### config.mk
export PLATFORM = sky130hd
export DESIGN_NAME = pipe_hazard_ctrl
export DESIGN_NICKNAME = d
export VERILOG_FILES = /design/src/rtl/pipe_hazard_ctrl_pkg.sv /design/src/rtl/hazard_sb_entry.sv /design/src/rtl/pipe_hazard_ctrl.sv
export SDC_FILE = /design/constraint.sdc
export NUM_CORES = 1
export LEC_CHECK = 0
export BUFFER_PORTS_ARGS = -buffer_cell sky130_fd_sc_hd__buf_2
export CAP_MARGIN = 20
export CORE_AREA = 2 2 50 52
export DETAILED_ROUTE_END_ITERATION = 12
export DIE_AREA = 0 0 52 54
export PLACE_DENSITY_LB_ADDON = 0.08
export SYNTH_ARGS = -nofsm -noshare
export SYNTH_HDL_FRONTEND = slang
export SYNTH_SLANG_ARGS = --single-unit
### constraint.sdc
create_clock -name clk_i -period 2.9 [get_ports clk_i]
set_clock_uncertainty 0.05 [all_clocks]
set_input_delay 0.58 -clock clk_i [delete_from_list [all_inputs] [get_ports clk_i]]
set_output_delay 0.58 -clock clk_i [all_outputs]
set_load 0.02 [all_outputs]
### src/rtl/pipe_hazard_ctrl_pkg.sv
// Shared types for the hazard/stall controller.
//   sb_flags_t  : per-stage scoreboard flags (the register index is stored beside it,
//                 since its width follows the REG_AW parameter of the instance)
//   hz_state_e  : halt-drain FSM encoding (RUN / DRAIN / HALTED)
//   fwd_sel_w() : width of a forwarding select for a given tracked depth
package pipe_hazard_ctrl_pkg;

  typedef enum logic [1:0] {
    ST_RUN    = 2'd0,
    ST_DRAIN  = 2'd1,
    ST_HALTED = 2'd2
  } hz_state_e;

  typedef struct packed {
    logic valid;
    logic wr_en;
    logic is_load;
    logic halt;
  } sb_flags_t;

  localparam sb_flags_t SB_EMPTY = '{valid: 1'b0, wr_en: 1'b0, is_load: 1'b0, halt: 1'b0};

  // Select value 0 means "register file", 1..depth name a scoreboard entry.
  function automatic int fwd_sel_w(input int depth);
    return $clog2(depth + 1);
  endfunction

endpackage

### src/rtl/hazard_sb_entry.sv
// One scoreboard stage: holds, advances or is killed each cycle, and compares its
// destination against both decode source operands.
// Ports:
//   clk_i, rst_ni        clock, asynchronous active-low reset
//   hold_i               freeze this stage (memory stall)
//   kill_i               load an empty entry instead of flags_i (wrong-path squash)
//   flags_i, reg_i       entry arriving from the younger stage / decode
//   rs_i/rs_used_i       decode source A
//   rt_i/rt_used_i       decode source B
//   flags_o, reg_o       current contents
//   match_a_o/match_b_o  this entry produces the register decode reads
module hazard_sb_entry
  import pipe_hazard_ctrl_pkg::*;
#(
  parameter int REG_AW = 3
) (
  input  logic              clk_i,
  input  logic              rst_ni,
  input  logic              hold_i,
  input  logic              kill_i,
  input  sb_flags_t         flags_i,
  input  logic [REG_AW-1:0] reg_i,
  input  logic [REG_AW-1:0] rs_i,
  input  logic              rs_used_i,
  input  logic [REG_AW-1:0] rt_i,
  input  logic              rt_used_i,
  output sb_flags_t         flags_o,
  output logic [REG_AW-1:0] reg_o,
  output logic              match_a_o,
  output logic              match_b_o
);

  sb_flags_t         flags_q, flags_d;
  logic [REG_AW-1:0] reg_q, reg_d;

  // Next-state selection: hold, squash or advance.
  always_comb begin
    flags_d = flags_q;
    reg_d   = reg_q;
    if (hold_i) begin
      flags_d = flags_q;
      reg_d   = reg_q;
    end else if (kill_i) begin
      flags_d = SB_EMPTY;
      reg_d   = reg_q;
    end else begin
      flags_d = flags_i;
      reg_d   = reg_i;
    end
  end

  // Stage storage.
  always_ff @(posedge clk_i or negedge rst_ni) begin
    if (!rst_ni) begin
      flags_q <= SB_EMPTY;
      reg_q   <= '0;
    end else begin
      flags_q <= flags_d;
      reg_q   <= reg_d;
    end
  end

  assign flags_o   = flags_q;
  assign reg_o     = reg_q;
  assign match_a_o = flags_q.valid & flags_q.wr_en & (reg_q == rs_i) & rs_used_i;
  assign match_b_o = flags_q.valid & flags_q.wr_en & (reg_q == rt_i) & rt_used_i;

endmodule

### src/rtl/pipe_hazard_ctrl.sv
// Hazard/stall controller for the in-order pipeline, sitting beside decode.
// Tracks in-flight destinations in a PIPE_DEPTH-stage scoreboard (entry 0 = EX,
// entry PIPE_DEPTH-1 = WB) and produces load-use interlocks, forwarding selects,
// redirect flushes, memory-stall freeze and a halt-drain FSM.
// Optional feature: define PIPE_HAZARD_FWD_EN to enable forwarding; without it every
// RAW dependence stalls until the producer retires and the selects stay 0.
// Ports:
//   clk_i, rst_ni                  clock, asynchronous active-low reset
//   dec_*_i                        decode instruction fields
//   redirect_i                     taken branch/jump resolved at REDIRECT_STG
//   mem_stall_i                    data memory busy, freezes everything
//   pc_write_o, ifid_write_o       PC / IF-ID may advance
//   flush_ifid_o, issue_bubble_o   squash IF-ID / issue a bubble into ID-EX
//   fwd_sel_a_o, fwd_sel_b_o       0 = regfile, k = result of entry k-1
//   halted_o                       pipeline drained after HALT (sticky)
module pipe_hazard_ctrl
  import pipe_hazard_ctrl_pkg::*;
#(
  parameter int REG_AW       = 3,
  parameter int PIPE_DEPTH   = 3,
  parameter int LOAD_READY   = 2,
  parameter int REDIRECT_STG = 0
) (
  input  logic                               clk_i,
  input  logic                               rst_ni,
  input  logic                               dec_valid_i,
  input  logic [REG_AW-1:0]                  dec_rs_i,
  input  logic                               dec_rs_used_i,
  input  logic [REG_AW-1:0]                  dec_rt_i,
  input  logic                               dec_rt_used_i,
  input  logic                               dec_wr_en_i,
  input  logic [REG_AW-1:0]                  dec_wr_reg_i,
  input  logic                               dec_is_load_i,
  input  logic                               dec_halt_i,
  input  logic                               redirect_i,
  input  logic                               mem_stall_i,
  output logic                               pc_write_o,
  output logic                               ifid_write_o,
  output logic                               flush_ifid_o,
  output logic                               issue_bubble_o,
  output logic [fwd_sel_w(PIPE_DEPTH)-1:0]   fwd_sel_a_o,
  output logic [fwd_sel_w(PIPE_DEPTH)-1:0]   fwd_sel_b_o,
  output logic                               halted_o
);

  localparam int SEL_W = fwd_sel_w(PIPE_DEPTH);

  sb_flags_t         flags_s    [PIPE_DEPTH];
  logic [REG_AW-1:0] reg_s      [PIPE_DEPTH];
  sb_flags_t         in_flags_s [PIPE_DEPTH];
  logic [REG_AW-1:0] in_reg_s   [PIPE_DEPTH];
  logic [PIPE_DEPTH-1:0] kill_s, match_a_s, match_b_s;

  logic             any_match_s, load_haz_s, stall_s, issue_s, bubble_s;
  logic             halt_leave_s, halt_kill_s;
  logic [SEL_W-1:0] sel_a_s, sel_b_s;
  hz_state_e        state_q;
  logic             halted_q;

  // Decode enters entry 0 only when it actually issues this cycle.
  assign issue_s = dec_valid_i & ~bubble_s & ~mem_stall_i;

  for (genvar i = 0; i < PIPE_DEPTH; i++) begin : g_sb
    if (i == 0) begin : g_head
      assign in_flags_s[i] = issue_s ? '{valid: 1'b1, wr_en: dec_wr_en_i,
                                         is_load: dec_is_load_i, halt: dec_halt_i}
                                     : SB_EMPTY;
      assign in_reg_s[i]   = dec_wr_reg_i;
      assign kill_s[i]     = 1'b0;
    end else begin : g_tail
      assign in_flags_s[i] = flags_s[i-1];
      assign in_reg_s[i]   = reg_s[i-1];
      // Entries younger than the resolving stage are wrong-path and die as they advance.
      assign kill_s[i]     = redirect_i & ((i - 1) < REDIRECT_STG);
    end

    hazard_sb_entry #(.REG_AW(REG_AW)) u_entry (
      .clk_i     (clk_i),
      .rst_ni    (rst_ni),
      .hold_i    (mem_stall_i),
      .kill_i    (kill_s[i]),
      .flags_i   (in_flags_s[i]),
      .reg_i     (in_reg_s[i]),
      .rs_i      (dec_rs_i),
      .rs_used_i (dec_rs_used_i),
      .rt_i      (dec_rt_i),
      .rt_used_i (dec_rt_used_i),
      .flags_o   (flags_s[i]),
      .reg_o     (reg_s[i]),
      .match_a_o (match_a_s[i]),
      .match_b_o (match_b_s[i])
    );
  end

  // Dependence scan, oldest to youngest so the youngest producer wins the select.
  // A producer at entry k is at entry k+1 when the consumer reaches EX, so a load
  // only interlocks while k+1 is still short of LOAD_READY.
  always_comb begin
    any_match_s = 1'b0;
    load_haz_s  = 1'b0;
    halt_kill_s = 1'b0;
    sel_a_s     = '0;
    sel_b_s     = '0;
    for (int k = PIPE_DEPTH - 1; k >= 0; k--) begin
      any_match_s = any_match_s | match_a_s[k] | match_b_s[k];
      load_haz_s  = load_haz_s | ((match_a_s[k] | match_b_s[k]) & flags_s[k].is_load
                                  & ((k + 1) < LOAD_READY));
      halt_kill_s = halt_kill_s | (flags_s[k].valid & flags_s[k].halt & (k < REDIRECT_STG));
`ifdef PIPE_HAZARD_FWD_EN
      sel_a_s = match_a_s[k] ? SEL_W'(k + 1) : sel_a_s;
      sel_b_s = match_b_s[k] ? SEL_W'(k + 1) : sel_b_s;
`else
      sel_a_s = '0;
      sel_b_s = '0;
`endif
    end
  end

`ifdef PIPE_HAZARD_FWD_EN
  assign stall_s = dec_valid_i & load_haz_s;
`else
  assign stall_s = dec_valid_i & (any_match_s | load_haz_s);
`endif

  assign halt_leave_s = ~mem_stall_i & flags_s[PIPE_DEPTH-1].valid & flags_s[PIPE_DEPTH-1].halt;

  // Pipeline control priority: memory stall, halted, redirect, drain, interlock.
  always_comb begin
    pc_write_o   = 1'b1;
    ifid_write_o = 1'b1;
    flush_ifid_o = 1'b0;
    bubble_s     = 1'b0;
    if (mem_stall_i) begin
      pc_write_o   = 1'b0;
      ifid_write_o = 1'b0;
    end else if (state_q == ST_HALTED) begin
      pc_write_o   = 1'b0;
      ifid_write_o = 1'b0;
      bubble_s     = 1'b1;
    end else if (redirect_i) begin
      flush_ifid_o = 1'b1;
      bubble_s     = 1'b1;
    end else if ((state_q == ST_DRAIN) || stall_s) begin
      pc_write_o   = 1'b0;
      ifid_write_o = 1'b0;
      bubble_s     = 1'b1;
    end else begin
      pc_write_o   = 1'b1;
      ifid_write_o = 1'b1;
    end
  end

  assign issue_bubble_o = bubble_s;
  assign fwd_sel_a_o    = sel_a_s;
  assign fwd_sel_b_o    = sel_b_s;

  // Halt-drain FSM with registered halted flag.
  always_ff @(posedge clk_i or negedge rst_ni) begin
    if (!rst_ni) begin
      state_q  <= ST_RUN;
      halted_q <= 1'b0;
    end else begin
      case (state_q)
        ST_RUN: begin
          if (issue_s && dec_halt_i) state_q <= ST_DRAIN;
        end
        ST_DRAIN: begin
          if (halt_leave_s) begin
            state_q  <= ST_HALTED;
            halted_q <= 1'b1;
          end else if (~mem_stall_i && redirect_i && halt_kill_s) begin
            state_q <= ST_RUN;
          end
        end
        ST_HALTED: begin
          halted_q <= 1'b1;
        end
        default: begin
          state_q  <= ST_RUN;
          halted_q <= 1'b0;
        end
      endcase
    end
  end

  assign halted_o = halted_q;

endmodule
Word-level counts from Yosys, hierarchy flattened:

Index checks and enable logic that the tools add are counted.

* register bits: 22
* input port bits: 19
* output and inout port bits: 9
* logic and storage cells: 79

* equality and inequality tests: 10
* muxes and demuxes: 17
* bitwise gates (word level): 32
* reductions and logical operators: 5

Operators with widths (number)
* 1-bit AND: 21
* 3-bit equality test: 6
* 1-bit 2-to-1 mux: 12
* 1-bit bitwise OR: 7
* 2-bit case mux with 3 select lines: 1
* 2-bit 2-to-1 mux: 2
* 4-bit 2-to-1 mux: 1
* 2-bit inequality test, second input constant: 2
* 1-bit inverter: 4
* 1-bit case mux with 3 select lines: 1
* 3-bit AND reduction: 1
* 2-bit by 1-bit equality test with 1-bit output, second input constant: 1
* 2-bit equality test, second input constant: 1
* 2-bit zero test: 1
* 2-bit AND reduction: 1
* 1-bit logical AND: 1
* 1-bit logical OR: 1

Depth between registers and ports, before layout:

* word-level depth: 21
* depth in mapped cells: 6
* gate-level depth less buffers: 6

By module:

From an unflattened synthesis, not the netlist that was laid out.

* cells, all modules: 125
* area, all modules: 1420.1 um^2

Modules (own cells, without submodules)
* hazard_sb_entry: times used 3, cells each 29, area an instance 356.6 um^2, sequential area each 175.2 um^2
* pipe_hazard_ctrl: times used 1, cells each 38, area an instance 350.3 um^2, sequential area each 75.1 um^2

Least setup slack after synthesis:

No wires, ideal clock.

* kind: in2out
* start point: in dec_rt_i[2]
* end point: out pc_write_o
* data arrival time: 1758 ps
* data required time: 2270 ps
* setup slack: 512 ps
* stages: 6
* path buffers: 1
* path through: xor2_1 -> nor4_1 -> o21ai_1 -> nand3_1 -> a31oi_1 -> buf_4

* cells in the longest elaborated chain, start to end: 15
* elaborated cells between the ends (all ways): 23
* those cells by class: eq/ne: 3; mux: 4; bitwise: 15; reduce/logical: 1

Ends and longest elaborated chain
* from (decl): line pipe_hazard_ctrl.sv:29 `input logic [REG_AW-1:0] dec_rt_i,`
* 3-bit equality test: line hazard_sb_entry.sv:66 `assign match_b_o = flags_q.valid & flags_q.wr_en & (reg_q == rt_i) & rt_used_i;`
* 1-bit AND (2 in a row): line hazard_sb_entry.sv:66
* 1-bit bitwise OR
* 1-bit bitwise OR (4 in a row): line pipe_hazard_ctrl.sv:105 `any_match_s = any_match_s | match_a_s[k] | match_b_s[k];`
* 1-bit bitwise OR (*): line pipe_hazard_ctrl.sv:122 `assign stall_s = dec_valid_i & (any_match_s | load_haz_s);`
* 1-bit AND (*): line pipe_hazard_ctrl.sv:122
* 1-bit logical OR (*): line pipe_hazard_ctrl.sv:143 `end else if ((state_q == ST_DRAIN) || stall_s) begin`
* 1-bit 2-to-1 mux (*) (4 in a row)
* to (decl): line pipe_hazard_ctrl.sv:37 `output logic pc_write_o,`

Every way passes the cells marked *; elsewhere a longest branch is shown, timed or not.

Worst setup path after layout:

* start point: reg g_sb[1].u_entry.reg_q[2]
* end point: out pc_write_o

* cells in the longest elaborated chain, start to end: 14
* elaborated cells between the ends (all ways): 17
* those cells by class: eq/ne: 2; mux: 4; bitwise: 10; reduce/logical: 1

Ends and longest elaborated chain
* from (decl): line hazard_sb_entry.sv:34 `logic [REG_AW-1:0] reg_q, reg_d;`
* from (signal assigned): line hazard_sb_entry.sv:59 `reg_q <= reg_d;`
* 3-bit equality test: line hazard_sb_entry.sv:65 `assign match_a_o = flags_q.valid & flags_q.wr_en & (reg_q == rs_i) & rs_used_i;`
* 1-bit AND (2 in a row): line hazard_sb_entry.sv:65
* 1-bit bitwise OR: line pipe_hazard_ctrl.sv:105
* 1-bit bitwise OR (*) (3 in a row): line pipe_hazard_ctrl.sv:105
* 1-bit bitwise OR (*): line pipe_hazard_ctrl.sv:122
* 1-bit AND (*): line pipe_hazard_ctrl.sv:122
* 1-bit logical OR (*): line pipe_hazard_ctrl.sv:143
* 1-bit 2-to-1 mux (*): line pipe_hazard_ctrl.sv:143
* 1-bit 2-to-1 mux (*): line pipe_hazard_ctrl.sv:140 `end else if (redirect_i) begin`
* 1-bit 2-to-1 mux (*): line pipe_hazard_ctrl.sv:136 `end else if (state_q == ST_HALTED) begin`
* 1-bit 2-to-1 mux (*): line pipe_hazard_ctrl.sv:133 `if (mem_stall_i) begin`

Marked as above.

==> flow_metrics.env <==
export IMPL_synth_main_ff_cell="dfrtp_1"
export IMPL_vdd_drop_max_mv=0.375
export IMPL_die_y_um=54
export IMPL_ctsResizeCount=0
export IMPL_reg2reg_slack_ns=1.30
export IMPL_rr_startpoint="g_sb[2].u_entry.reg_o[2]"
export IMPL_synth_area_top_cells="dfrtp_1 (45%), mux2_2 (15%), xor2_1 (8.9%)"
export IMPL_ys_seq_area_share_pct=44.7
export IMPL_worstRegToRegCells=5
export IMPL_finalCoreUtilization_pct=56.9
export IMPL_track_usage_pct=16.7
export IMPL_clk_pin_slew_worst_paths_ns=0.12
export IMPL_finalPower_mw=0.828
export IMPL_power_share_clock_pct=17.3
export IMPL_die_area_um2=2810
export IMPL_final_hold_viol_count=0
export IMPL_synth_common_cells="dfrtp_1 (21), mux2_2 (16), xor2_1 (12)"
export IMPL_reg2reg_to="g_sb[0].u_entry.flags_o[2]"
export IMPL_arrival_ns=1.81
export IMPL_cts_setup_buffers=0
export IMPL_clock_fmax_mhz=410
export IMPL_gp_congestion=0.751
export IMPL_p_int_mw=0.535
export IMPL_syn_cell_area_um2=1180
export IMPL_synthCells=105
export IMPL_dp_hpwl_um=1620
export IMPL_cts_buffers_inserted=3
export IMPL_fin_crit_ns=2.44
export IMPL_yosys_warnings=0
export IMPL_first_pass_iters=2
export IMPL_synth_edf_count=0
export IMPL_combPwrFrac_pct=34.6
export IMPL_avgSynthCellArea_um2=11.2
export IMPL_async_flop_share_pct=100
export IMPL_grt_max_degree=24
export IMPL_yosysTopAreaCell="dfrtp_1"
export IMPL_grt_antenna_before_repair=0
export IMPL_core_um2=2320
export IMPL_post_drt_wl_per_cell_um=13.3
export IMPL_vias=841
export IMPL_first_global_vias=809
export IMPL_period_share_pct=84.2
export IMPL_holdCritPathClass="primary input to async pin"
export IMPL_cts_sinks=21
export IMPL_status="complete, no violations"
export IMPL_path_class="flip-flop to output port"
export IMPL_wl_um=2090
export IMPL_gr_total_overflow=0
export IMPL_clockBufferDepth=2
export IMPL_fillers=214
export IMPL_grt_pass1_wl_um=3420
export IMPL_setup_viol=0
export IMPL_area_growth_pct=12.1
export IMPL_timing_critical_path_fanout_max=4
export IMPL_pwr_share_seq_pct=48.2
export IMPL_clk_latency_ns=0.30
export IMPL_swShare_pct=35.4
export IMPL_fin_tns_setup_ns=0
export IMPL_final_net_count=150
export IMPL_initial_utilization_pct=50.7
export IMPL_maxSlewViolCount=0
export IMPL_cts_tree="done"
export IMPL_worstSetupStartpointType="flip-flop"
export IMPL_port_buffers=22
export IMPL_fin_area_um2=1320
export IMPL_crit_required_ns=2.27
export IMPL_htreeDepth=1
export IMPL_antenna_left=0
export IMPL_synth_seq_cells=21
export IMPL_leakage_nw=0.617
export IMPL_rsz0062_at_grt="false"
export IMPL_num_antenna_cells=0
export IMPL_p_sw_mw=0.293
export IMPL_synth_top_area_share_pct=44.7
export IMPL_viasPerCell=5.36
export IMPL_drc_errors=0
export IMPL_drive_above_1_share_pct=33.9
export IMPL_rows=18
export IMPL_cp_end_kind="output port"
export IMPL_placed_area_um2=1290
export IMPL_dr_first_iter_drc_count=3
export IMPL_drv_cap=0
export IMPL_root_buffer="clkbuf_4"
export IMPL_die_x_um=52
export IMPL_hold_buffers=0
export IMPL_power_density_nw_per_um2=628
export IMPL_ioPinCount=28
export IMPL_synth_cell_type_count=29
export IMPL_synth_most_common_cell="dfrtp_1"
[final cells by class]
type / instances / area, um^2 / share of cell area (%)
flip-flops and latches: 21 / 526 / 39.8
clock buffers: 3 / 22.5 / 1.71
well taps: 30 / 37.5 / 2.85
clock inverters: 1 / 7.51 / 0.569
multi-input cells: 76 / 601 / 45.5
repair buffers: 22 / 110 / 8.35
inverters: 4 / 15.0 / 1.14
[state kept, by name (all words and copies together), names as in the netlist]
signal and cells:
g_sb.u_entry.reg_o 9, halted_o 1, state_q 2, g_sb.u_entry.flags_o 9
[power by group through the flow]
stage	logic (mW)	registers (mW)	clock network (mW)
floorplan	0.220	0.399	0
global placement	0.277	0.403	0
detailed placement	0.289	0.406	0
CTS	0.290	0.400	0.152
global route	0.327	0.408	0.161
finish	0.286	0.399	0.143
[stage by stage]
| stage | setup WS, ns | instances | hold slack, ns |
|---|---|---|---|
| 2_1_floorplan | 0.512 | 108 | 0.234 |
| 3_3_place_gp | 0.564 | 153 | 0.435 |
| 3_5_place_dp | 0.521 | 153 | 0.440 |
| 4_1_cts | 0.443 | 157 | 0.166 |
| 5_1_grt | 0.273 | 157 | 0.172 |
| 6_report | 0.459 | 157 | 0.159 |
[layer usage]
| metal | wire length, um | track usage, % | vias to the layer above |
|---|---|---|---|
| li1 | - | - | 404 |
| met1 | 894 | 19.1 | 422 |
| met2 | 1110 | 30.8 | 13 |
| met3 | 71 | 3.61 | 2 |
| met4 | 12 | 5.26 | 0 |
| met5 | 0 | 0 | - |
[kinds of logic (layout without fill, tap and decap cells)]
| family | count (synthesis) | count (layout) | synth area share [%] |
|---|---|---|---|
| fa+ha+maj | 3 | 3 | 3.19 |
| other cells | 1 | 4 | 0.319 |
| compound gates | 11 | 11 | 6.06 |
| mux | 17 | 17 | 16.2 |
| buf+inv | 11 | 30 | 5.21 |
| flops | 21 | 21 | 44.7 |
| xor+xnor | 18 | 18 | 13.4 |
| simple gates | 23 | 23 | 11.0 |
[worst max-delay path by stage]
stage / slack [ns] / end / from
4_1_cts: 0.44 / pc_write_o / g_sb[2].u_entry.reg_o[1]
3_3_place_gp: 0.56 / ifid_write_o / dec_rs_i[1]
5_1_grt: 0.27 / ifid_write_o / g_sb[2].u_entry.reg_o[1]
3_5_place_dp: 0.52 / pc_write_o / dec_rs_i[1]
2_1_floorplan: 0.51 / pc_write_o / dec_rt_i[2]
6_report: 0.46 / pc_write_o / g_sb[1].u_entry.reg_o[2]
[layout by cell type, fill, tap and decap left out, types with 3 or more instances in the layout]
cell type,count
nand4_1,3
nor4_1,4
conb_1,4
xor2_1,12
buf_2,22
xnor2_1,6
dfrtp_1,21
mux2_2,16
inv_1,4
clkbuf_4,3
nand2_1,7
ha_1,3
[critical path, cell delays in order, from the launching register on]
cell and delay, ns:
dfrtp_1 0.43, xor2_1 0.20, nor4_1 0.08, o21ai_1 0.24, nand3_1 0.15, a31oi_1 0.23
buf_2 0.20
Power figures use the tool's default switching activity.
